**config.mk**
```make
export PLATFORM = sky130hd
export DESIGN_NAME = bus_copy_engine
export DESIGN_NICKNAME = d
export VERILOG_FILES = /design/src/rtl/bus_copy_engine.sv
export SDC_FILE = /design/constraint.sdc
export NUM_CORES = 1
export LEC_CHECK = 0
export BUFFER_PORTS_ARGS = -buffer_cell sky130_fd_sc_hd__buf_2
export CAP_MARGIN = 20
export CORE_MARGIN = 3
export CORE_UTILIZATION = 30
export CTS_CLUSTER_SIZE = 40
export DETAILED_ROUTE_END_ITERATION = 10
export GPL_TIMING_DRIVEN = 1
export PLACE_DENSITY_LB_ADDON = 0.08
export RECOVER_POWER = 50
export SLEW_MARGIN = 30
export SYNTH_ARGS = -nofsm -noshare
export SYNTH_HDL_FRONTEND = slang
export SYNTH_SLANG_ARGS = --single-unit
```
**constraint.sdc**
```tcl
create_clock -name clk_i -period 3.1 [get_ports clk_i]
set_input_delay 0.62 -clock clk_i [delete_from_list [all_inputs] [get_ports clk_i]]
set_output_delay 0.62 -clock clk_i [all_outputs]
set_load 0.01 [all_outputs]
```
**src/rtl/bus_copy_engine.sv**
```systemverilog
// bus_copy_engine
//   Word-granular memory copy engine. Acts as the requesting end of the
//   req/ack/resp memory bus and attaches directly to one RAM port. Copies
//   len_bi 32-bit words from src_addr_bi to dst_addr_bi, one outstanding
//   read at a time, and aborts with error_o if a read response never arrives.
//
// Ports
//   clk_i, rst_i            clock (posedge), synchronous active-low reset
//   start_i                 start strobe, only honoured when idle
//   src_addr_bi/dst_addr_bi byte addresses, low two bits ignored
//   len_bi                  number of words to copy
//   busy_o                  job in progress (including the DONE/ERR cycle)
//   done_o / error_o        one-cycle completion / timeout-abort pulses
//   words_done_bo           words written in the current or last job
//   bus_req_o .. bus_wdata_bo  request side of the memory bus (all registered)
//   bus_ack_i               request accepted this cycle
//   bus_resp_i/bus_rdata_bi read data return
module bus_copy_engine #(
    parameter int LEN_WIDTH    = 16,
    parameter int RESP_TIMEOUT = 255
) (
    input  logic                 clk_i,
    input  logic                 rst_i,
    input  logic                 start_i,
    input  logic [31:0]          src_addr_bi,
    input  logic [31:0]          dst_addr_bi,
    input  logic [LEN_WIDTH-1:0] len_bi,
    output logic                 busy_o,
    output logic                 done_o,
    output logic                 error_o,
    output logic [LEN_WIDTH-1:0] words_done_bo,
    output logic                 bus_req_o,
    output logic                 bus_we_o,
    output logic [31:0]          bus_addr_bo,
    output logic [3:0]           bus_be_bo,
    output logic [31:0]          bus_wdata_bo,
    input  logic                 bus_ack_i,
    input  logic                 bus_resp_i,
    input  logic [31:0]          bus_rdata_bi
);

    typedef enum logic [2:0] {
        S_IDLE,
        S_RD_REQ,
        S_RD_WAIT,
        S_WR_REQ,
        S_DONE,
        S_ERR
    } state_t;

    localparam logic [15:0]          TIMEOUT   = 16'(RESP_TIMEOUT);
    localparam logic [LEN_WIDTH-1:0] LEN_ONE   = LEN_WIDTH'(1);
    localparam logic [31:0]          WORD_MASK = 32'hFFFF_FFFC;

    state_t               state_q;
    logic [31:0]          src_q;
    logic [31:0]          dst_q;
    logic [31:0]          addr_q;
    logic [31:0]          wdata_q;
    logic [LEN_WIDTH-1:0] remaining_q;
    logic [LEN_WIDTH-1:0] words_done_q;
    logic [15:0]          tmo_q;
    logic [15:0]          tmo_d;
    logic                 busy_q;
    logic                 done_q;
    logic                 error_q;
    logic                 req_q;
    logic                 we_q;
    logic [31:0]          src_next;
    logic [31:0]          dst_next;

    // Address increments wrap naturally modulo 2^32.
    assign tmo_d    = tmo_q + 16'd1;
    assign src_next = src_q + 32'd4;
    assign dst_next = dst_q + 32'd4;

    always_ff @(posedge clk_i) begin
        if (!rst_i) begin
            state_q      <= S_IDLE;
            src_q        <= '0;
            dst_q        <= '0;
            addr_q       <= '0;
            wdata_q      <= '0;
            remaining_q  <= '0;
            words_done_q <= '0;
            tmo_q        <= '0;
            busy_q       <= 1'b0;
            done_q       <= 1'b0;
            error_q      <= 1'b0;
            req_q        <= 1'b0;
            we_q         <= 1'b0;
        end else begin
            // Pulses default low; only the transitions into DONE/ERR raise them.
            done_q  <= 1'b0;
            error_q <= 1'b0;
            case (state_q)
                S_IDLE: begin
                    if (start_i) begin
                        src_q        <= src_addr_bi & WORD_MASK;
                        dst_q        <= dst_addr_bi & WORD_MASK;
                        remaining_q  <= len_bi;
                        words_done_q <= '0;
                        tmo_q        <= '0;
                        busy_q       <= 1'b1;
                        if (len_bi == '0) begin
                            state_q <= S_DONE;
                            done_q  <= 1'b1;
                        end else begin
                            state_q <= S_RD_REQ;
                            req_q   <= 1'b1;
                            we_q    <= 1'b0;
                            addr_q  <= src_addr_bi & WORD_MASK;
                        end
                    end
                end
                S_RD_REQ: begin
                    if (bus_ack_i) begin
                        state_q <= S_RD_WAIT;
                        req_q   <= 1'b0;
                        tmo_q   <= '0;
                    end
                end
                S_RD_WAIT: begin
                    if (bus_resp_i) begin
                        state_q <= S_WR_REQ;
                        wdata_q <= bus_rdata_bi;
                        req_q   <= 1'b1;
                        we_q    <= 1'b1;
                        addr_q  <= dst_q;
                    end else if (tmo_d == TIMEOUT) begin
                        // RESP_TIMEOUT wait cycles elapsed with no response.
                        state_q <= S_ERR;
                        error_q <= 1'b1;
                    end else begin
                        tmo_q <= tmo_d;
                    end
                end
                S_WR_REQ: begin
                    if (bus_ack_i) begin
                        src_q        <= src_next;
                        dst_q        <= dst_next;
                        words_done_q <= words_done_q + LEN_ONE;
                        remaining_q  <= remaining_q - LEN_ONE;
                        we_q         <= 1'b0;
                        if (remaining_q == LEN_ONE) begin
                            state_q <= S_DONE;
                            req_q   <= 1'b0;
                            done_q  <= 1'b1;
                        end else begin
                            // Back-to-back request: req stays high, fields switch to the next read.
                            state_q <= S_RD_REQ;
                            addr_q  <= src_next;
                        end
                    end
                end
                S_DONE, S_ERR: begin
                    state_q <= S_IDLE;
                    busy_q  <= 1'b0;
                end
                default: begin
                    state_q <= S_IDLE;
                    busy_q  <= 1'b0;
                    req_q   <= 1'b0;
                    we_q    <= 1'b0;
                end
            endcase
        end
    end

    assign busy_o        = busy_q;
    assign done_o        = done_q;
    assign error_o       = error_q;
    assign words_done_bo = words_done_q;
    assign bus_req_o     = req_q;
    assign bus_we_o      = we_q;
    assign bus_addr_bo   = addr_q;
    assign bus_be_bo     = 4'hf;
    assign bus_wdata_bo  = wdata_q;

endmodule

```
==> metrics.txt, run 1 <==
outcome=complete, no violations; Top Ports=206; hpwl dp=22.45 mm; I/O Buffers=197; Crit Path Category=reg2reg; Sink Count=179; P_leak=4.194 nW; Synth async-reset ratio=0%; total CTS buffers=17; post-CTS setup buffer count=0; fin nets=1,523; remaining global-route overflow=0; layout cells sized above 1=14.80%; Post-Synthesis Cells=1,251; simple-gate share of the synthesized area=about a quarter; worst-path maximum fanout=9; register area share after synthesis=between 30% and 40%; R2R depth=8; Worst path most repeated cell=a211o_1; Crit path depth=8; via density per instance=5.231; Hold Crit Class=in2reg; Power Density=754.2 mW/mm²; Final Hold Viols=0; crit path buf inv count=0; crit path time final=2845 ps; PostCTS Resize Cnt=0; Startpoint Class=flip-flop; Crit path max-delay family=simple AND/OR/NAND/NOR gates; synthesized area per cell=7.606 µm²; FF+latch count, synth=179; # rows=64; CTS tree=yes; Clk Latency, worst-skew pair=between 400 and 500 ps; clock root buffer=clkbuf_16; Tot GR Track Use=19.08%; cells along the critical path=ha_1 > nand3_4 > or3_1 > a211o_1 > a211o_1 > or4_1 > and3_4 > a31o_1; Synthesis Warnings=0; peak supply drop=0.4879 mV; Cell Area, Synth=0.009515 mm²; final WL=approximately 33 mm; clock skew=approximately 20 ps; Main synth FF type=dfxtp_1; RR Startpoint=tmo_q[0]$_SDFFE_PN0P_; Starting Density=30.78%; layout overhead on the synthesized area=19.72%; die height=184.1 µm; Final Slew Violations=0; RR Endpoint=tmo_q[7]$_SDFFE_PN0P_; placer's final routability congestion estimate=about 0.77; Post-synth EDFFs=0; WP data required=3430 ps; Peak Freq=351.5 MHz; Routed Antenna Nets=0; CP max stage delay=450 ps; die area=0.03389 mm²; area of the core=0.03091 mm²; Vias=9,463; clock transition at the registers of the reported paths=~90 ps; Synth Area in Compound Gates=24.21%; MaxCap Viol Count=0; vias in the first global route=9,087; fin crit share=91.79%; Hold Buf Count CTS=0; Initial DRC Count=~670; CP max-delay cell=or4_1; Final Power=8.592 mW; drt pass-1 iters=6; XOR/XNOR share of the synthesized area=5.339%; DIE WIDTH=184.1 µm; mux cell area share after synthesis=2.840%; Setup crit start=tmo_q[0]$_SDFFE_PN0P_; clk buf depth=2; largest family of logic cells by synthesized area=compound AO/OA/AOI/OAI gates; initial antenna violation count=2; Synth Area in Adders=less than 1%; Hold Crit Start=bus_rdata_bi[2]; final setup TNS=0 ps; largest net degree at the start of global routing=63; H-tree depth=4; CP arrival=approximately 3200 ps; setup violators final=0; CP Capture Point=tmo_q[7]$_SDFFE_PN0P_; Critical Path Sink Type=flip-flop; RSZ-0062 raised after global routing=no; first-pass GRT wire length=51.83 mm; # DRC=0; Reg2Reg Setup Slack=250 ps; Worst slew margin=between 20% and 30%; wire length per cell=18.07 µm; worst-margin pin slew=1119 ps; synth unique cells=slightly above 70
## final cells by class
| cell class | count | area [µm²] |
|---|---|---|
| clock inverters | 15 | 183.9 |
| flip-flops and latches | 179 | 3583 |
| inverters | 19 | 72.57 |
| repair buffers | 235 | 1184 |
| well taps | 396 | 495.5 |
| fillers | 3350 | 19520 |
| multi-input cells | 947 | 5445 |
| clock buffers | 17 | 425.4 |
| diodes | 1 | 2.502 |
## metal layers
metal | global-route usage, % | routed length, µm | vias up
li1 | - | - | 4767
met1 | 26.23 | 15490 | 4430
met2 | 31.37 | 15150 | 228
met3 | 3.217 | 1515 | 36
met4 | 4.536 | 526 | 2
met5 | 0 | 13 | -
## power breakdown
group          internal [mW]  total (mW)  switching [mW]
clock                   1.10        2.25            1.15
sequential              2.80        3.28           0.479
combinational           1.12        3.06            1.94
total                   5.02        8.59            3.57
## per-stage QoR
step	hold slack [ps]	setup WS, ps	cells	utilization, %	cell area, µm²
2_1_floorplan	443.7	288.3	1254	-	9527
3_5_place_dp	440.0	228.5	1776	35.26	10900
6_report	400.1	254.7	1809	36.86	11390
5_1_grt	388.6	62.06	1809	36.86	11390
4_1_cts	377.2	191.4	1808	37.23	11510
3_3_place_gp	437.0	186.3	1775	35.17	10870
## synth_stat cells (all sizes together), types with 3 or more instances
cell    instances  area [µm²]
nor4           15       100.1
nor3b           8       60.06
a222oi          3       30.03
o211a           5       50.05
ha              7       87.58
a32o            5       50.05
nand2b          9       56.30
a31o            4       35.04
nor3           25       125.1
and2            5       31.28
nand3          42       227.7
a211oi         22       165.2
a31oi          15       93.84
mux2i          27       270.3
xor2           34       297.8
o21ai          90       450.4
a211o           3       26.28
a21oi         133       665.6
dfxtp         179        3583
o22ai           4       25.02
and3           15       98.84
o221a           9       101.4
buf            18       108.9
inv            19       71.31
nand4          23       150.1
nor2b           4       25.02
xnor2          24       210.2
or3             8       50.05
a22oi          16       120.1
nand2         166       623.1
a221oi         26       227.7
and4            5       43.79
a32oi           5       43.79
clkbuf         91       342.8
nor2          150       563.0
## registers in the layout (all words and copies together) (netlist names)
signal and cells:
bus_req_o 1, state_q 3, words_done_bo 16, bus_we_o 1, busy_o 1, dst_q 30, tmo_q 16, bus_addr_bo 31
remaining_q 16, error_o 1, bus_wdata_bo 32, done_o 1, src_q 30
## worst min-delay path by stage
stage                                               to  slack (ps)  cells after the start
final                     bus_wdata_bo[2]$_SDFFE_PN0P_         400                      3
after detailed placement   bus_addr_bo[1]$_SDFFE_PN0P_         440                      2
after global placement     bus_addr_bo[1]$_SDFFE_PN0P_         440                      2
after floorplan            remaining_q[9]$_SDFFE_PN0P_         440                      2
after global routing      bus_wdata_bo[8]$_SDFFE_PN0P_         390                      3
after CTS                 bus_wdata_bo[2]$_SDFFE_PN0P_         380                      3
## cells by family (layout without fill, tap and decap cells)
group / after synthesis / after routing
DFF: 179 / 179
AOI/OAI and AO/OA: 366 / 366
and+or+nand+nor: 485 / 485
adders and majority gates: 7 / 7
buffers and inverters: 128 / 286
xor gates and xnor gates: 58 / 58
other: 1 / 5
muxes: 27 / 27
## worst reg2reg max path, stage by stage, from the launching register on
cell     delay, ps
dfxtp_1        410
ha_1           300
nand3_4        160
or3_1          400
a211o_1        320
a211o_1        260
or4_1          450
and3_4         230
a31o_1         210
## layout by cell type (no fill, tap or decap), types with 4 or more instances in the layout
| cell type | n |
|---|---|
| buf_4 | 31 |
| ha_1 | 7 |
| nand2_1 | 165 |
| xnor2_1 | 24 |
| clkbuf_2 | 4 |
| inv_8 | 4 |
| o22ai_1 | 4 |
| nor2_1 | 149 |
| a21oi_1 | 133 |
| or3_1 | 8 |
| o21ai_0 | 90 |
| and3_1 | 14 |
| mux2i_1 | 27 |
| clkbuf_16 | 17 |
| nand3_1 | 40 |
| o211a_1 | 4 |
| clkinv_8 | 6 |
| dfxtp_1 | 179 |
| nor2b_1 | 4 |
| buf_2 | 112 |
| clkbuf_1 | 86 |
| nand2b_1 | 8 |
| nor4_1 | 14 |
| o221a_2 | 9 |
| a32oi_1 | 5 |
| inv_1 | 18 |
| nor3_1 | 24 |
| nor3b_1 | 8 |
| a32o_1 | 5 |
| a211oi_1 | 22 |
| xor2_1 | 34 |
| nand4_1 | 22 |
| a31oi_1 | 15 |
| and2_1 | 4 |
| and4_1 | 5 |
| a221oi_1 | 26 |
| a22oi_1 | 16 |
| conb_1 | 4 |
Note: power is estimated with default switching activity, not from simulation.
==> run 2: changes to the inputs <==
- PLACE_DENSITY_LB_ADDON: 0.08 -> unset
==> run 2 against run 1 <==
Non-clock buffer count is 5 lower; clock skew is 2.2 ps lower; largest power group unchanged; register-to-register slack worse by 40 ps; die area stayed put; sequential power hardly changed; via count is 3.1% higher; first-iteration DRC count is 21% higher.
==> metrics.txt, run 2 (synthesis gave the netlist of run 1 again) <==
initial antenna violation count=5 (was 2); outcome=complete, no violations (unchanged); # DRC=0 (unchanged); crit path time final=2889 ps (was 2845 ps); Vias=9,760 (was 9,463); Reg2Reg Setup Slack=210 ps (was 250 ps); final setup TNS=0 ps (unchanged); Crit Path Category=reg2reg (unchanged); worst-path maximum fanout=9 (unchanged); layout cells sized above 1=14.36% (was 14.80%); Final Power=8.449 mW (was 8.592 mW); clock skew=17.89 ps (was 20.09 ps); die area=0.03389 mm² (unchanged); worst-margin pin slew=1138 ps (was 1119 ps); placer's final routability congestion estimate=0.8093 (was 0.7738); Hold Buf Count CTS=0 (unchanged); final WL=31.40 mm (was 32.70 mm); post-CTS setup buffer count=0 (unchanged); vias in the first global route=9,166 (was 9,087); Top Ports=206 (unchanged); Final Slew Violations=0 (unchanged); R2R depth=8 (unchanged); Final Hold Viols=0 (unchanged); # rows=64 (unchanged); RR Endpoint=tmo_q[7]$_SDFFE_PN0P_ (unchanged); die height=184.1 µm (unchanged); uppermost layer routed=met5 (unchanged); Sink Count=179 (unchanged); Hold Crit Start=bus_rdata_bi[5] (was bus_rdata_bi[2]); remaining global-route overflow=0 (unchanged); Peak Freq=346.1 MHz (was 351.5 MHz); clock root buffer=clkbuf_16 (unchanged); largest net degree at the start of global routing=71 (was 63); RR Startpoint=tmo_q[1]$_SDFFE_PN0P_ (was tmo_q[0]$_SDFFE_PN0P_); Worst slew margin=24.16% (was 25.39%); Hold Path Stages=3 (unchanged); fin crit share=93.21% (was 91.79%); clock transition at the registers of the reported paths=80 ps (was 90 ps); WL met2=14.51 mm (was 15.15 mm); first-pass GRT wire length=50.05 mm (was 51.83 mm); most frequent cells in the layout=179 x dfxtp_1, 166 x nand2_1, 150 x nor2_1 (was 179 x dfxtp_1, 165 x nand2_1, 149 x nor2_1); hold path endpoint=bus_wdata_bo[5]$_SDFFE_PN0P_ (was bus_wdata_bo[2]$_SDFFE_PN0P_); Hold Crit Class=in2reg (unchanged); WP data required=3430 ps (about the same); Startpoint Class=flip-flop (unchanged); layout overhead on the synthesized area=18.66% (was 19.72%); CTS tree=yes (unchanged); I/O Buffers=197 (unchanged); total CTS buffers=17 (unchanged); via density per instance=5.407 (was 5.231); CP arrival=3220 ps (was 3170 ps); Register Area=0.003583 mm² (unchanged); area of the core=0.03091 mm² (unchanged); DIE WIDTH=184.1 µm (unchanged); Routed Antenna Nets=0 (unchanged); P_leak=4.144 nW (was 4.194 nW); setup violators final=0 (unchanged); fin nets=1,518 (was 1,523); hpwl dp=21.70 mm (was 22.45 mm); Starting Density=30.78% (unchanged); Setup crit start=tmo_q[1]$_SDFFE_PN0P_ (was tmo_q[0]$_SDFFE_PN0P_); max reg flops=32 (unchanged); multi-input logic area=0.005429 mm² (was 0.005445 mm²); commonest non-fill, non-tap cell in the layout=dfxtp_1 (unchanged); Clk Latency, worst-skew pair=440 ps (about the same); Tot GR Track Use=18.24% (was 19.08%); Critical Path Sink Type=flip-flop (unchanged); peak supply drop=0.4382 mV (was 0.4879 mV); Initial DRC Count=808 (was 667); clk buf depth=2 (unchanged); Power Density=748.3 mW/mm² (was 754.2 mW/mm²); PostCTS Resize Cnt=0 (unchanged); metal3 WL=1.867 mm (was 1.515 mm); fillers=3,341 (was 3,350); wire length per cell=17.39 µm (was 18.07 µm); H-tree depth=4 (unchanged); drt pass-1 iters=5 (was 6); Post-Route M1 WL=14.18 mm (was 15.49 mm); MaxCap Viol Count=0 (unchanged); RSZ-0062 raised after global routing=no (unchanged)
run 2: changes by cell type in the layout (fill, tap and decap cells not counted), sizes merged:
cell,previous run,this run
buf,145,139
clkbuf,107,108
inv,24,27
clkinv,8,5
diode,1,2
run 2: area by class of cell:
type / count / area share [%]
multi-input combinational: 947 / 48.08
clock inverter: 15 / 1.263
tap: 396 / 4.388
sequential: 179 / 31.74
inverter: 19 / 0.6317
clock buffer: 17 / 3.768
timing repair buffer: 230 / 10.08
antenna: 2 / 0.04433
run 2: worst max-delay path, stage by stage, from the launching register on:
cell,delay [ps]
dfxtp_1,420
ha_1,320
nand3_4,150
or3_1,410
a211o_1,340
a211o_1,260
or4_1,440
and3_4,230
a31o_1,210
run 2: power breakdown:
part	internal [mW]	total, mW	switching, mW	leakage, nW
combinational	1.11	3.06	1.95	2.41
sequential	2.80	3.25	0.453	1.46
clock	1.07	2.14	1.07	0.273
run 2: stage by stage:
step	hold slack, ps	area [µm²]	util, %	instances	setup slack, ps
3_3_place_gp	425.7	10860	35.15	1771	290.6
2_1_floorplan	443.7	9527	-	1254	288.3
4_1_cts	395.7	11430	36.99	1803	218.8
3_5_place_dp	432.0	10870	35.15	1771	253.3
5_1_grt	407.2	11290	36.53	1805	31.52
6_report	417.4	11290	36.53	1805	210.5
run 2: how the worst max path moves through the flow:
stage	to	slack, ps	cells after the start
floorplan	tmo_q[4]$_SDFFE_PN0P_	290	10
global placement	tmo_q[4]$_SDFFE_PN0P_	290	8
detailed placement	tmo_q[7]$_SDFFE_PN0P_	250	8
CTS	tmo_q[7]$_SDFFE_PN0P_	220	8
global route	state_q[0]$_SDFFE_PN0P_	30	9
finish	tmo_q[7]$_SDFFE_PN0P_	210	8
run 2: routing by layer:
metal | GRT usage (%) | up-vias
met5 | 0 | -
met4 | 6.411 | 2
met3 | 3.217 | 47
met2 | 29.46 | 312
met1 | 24.57 | 4631
li1 | - | 4768
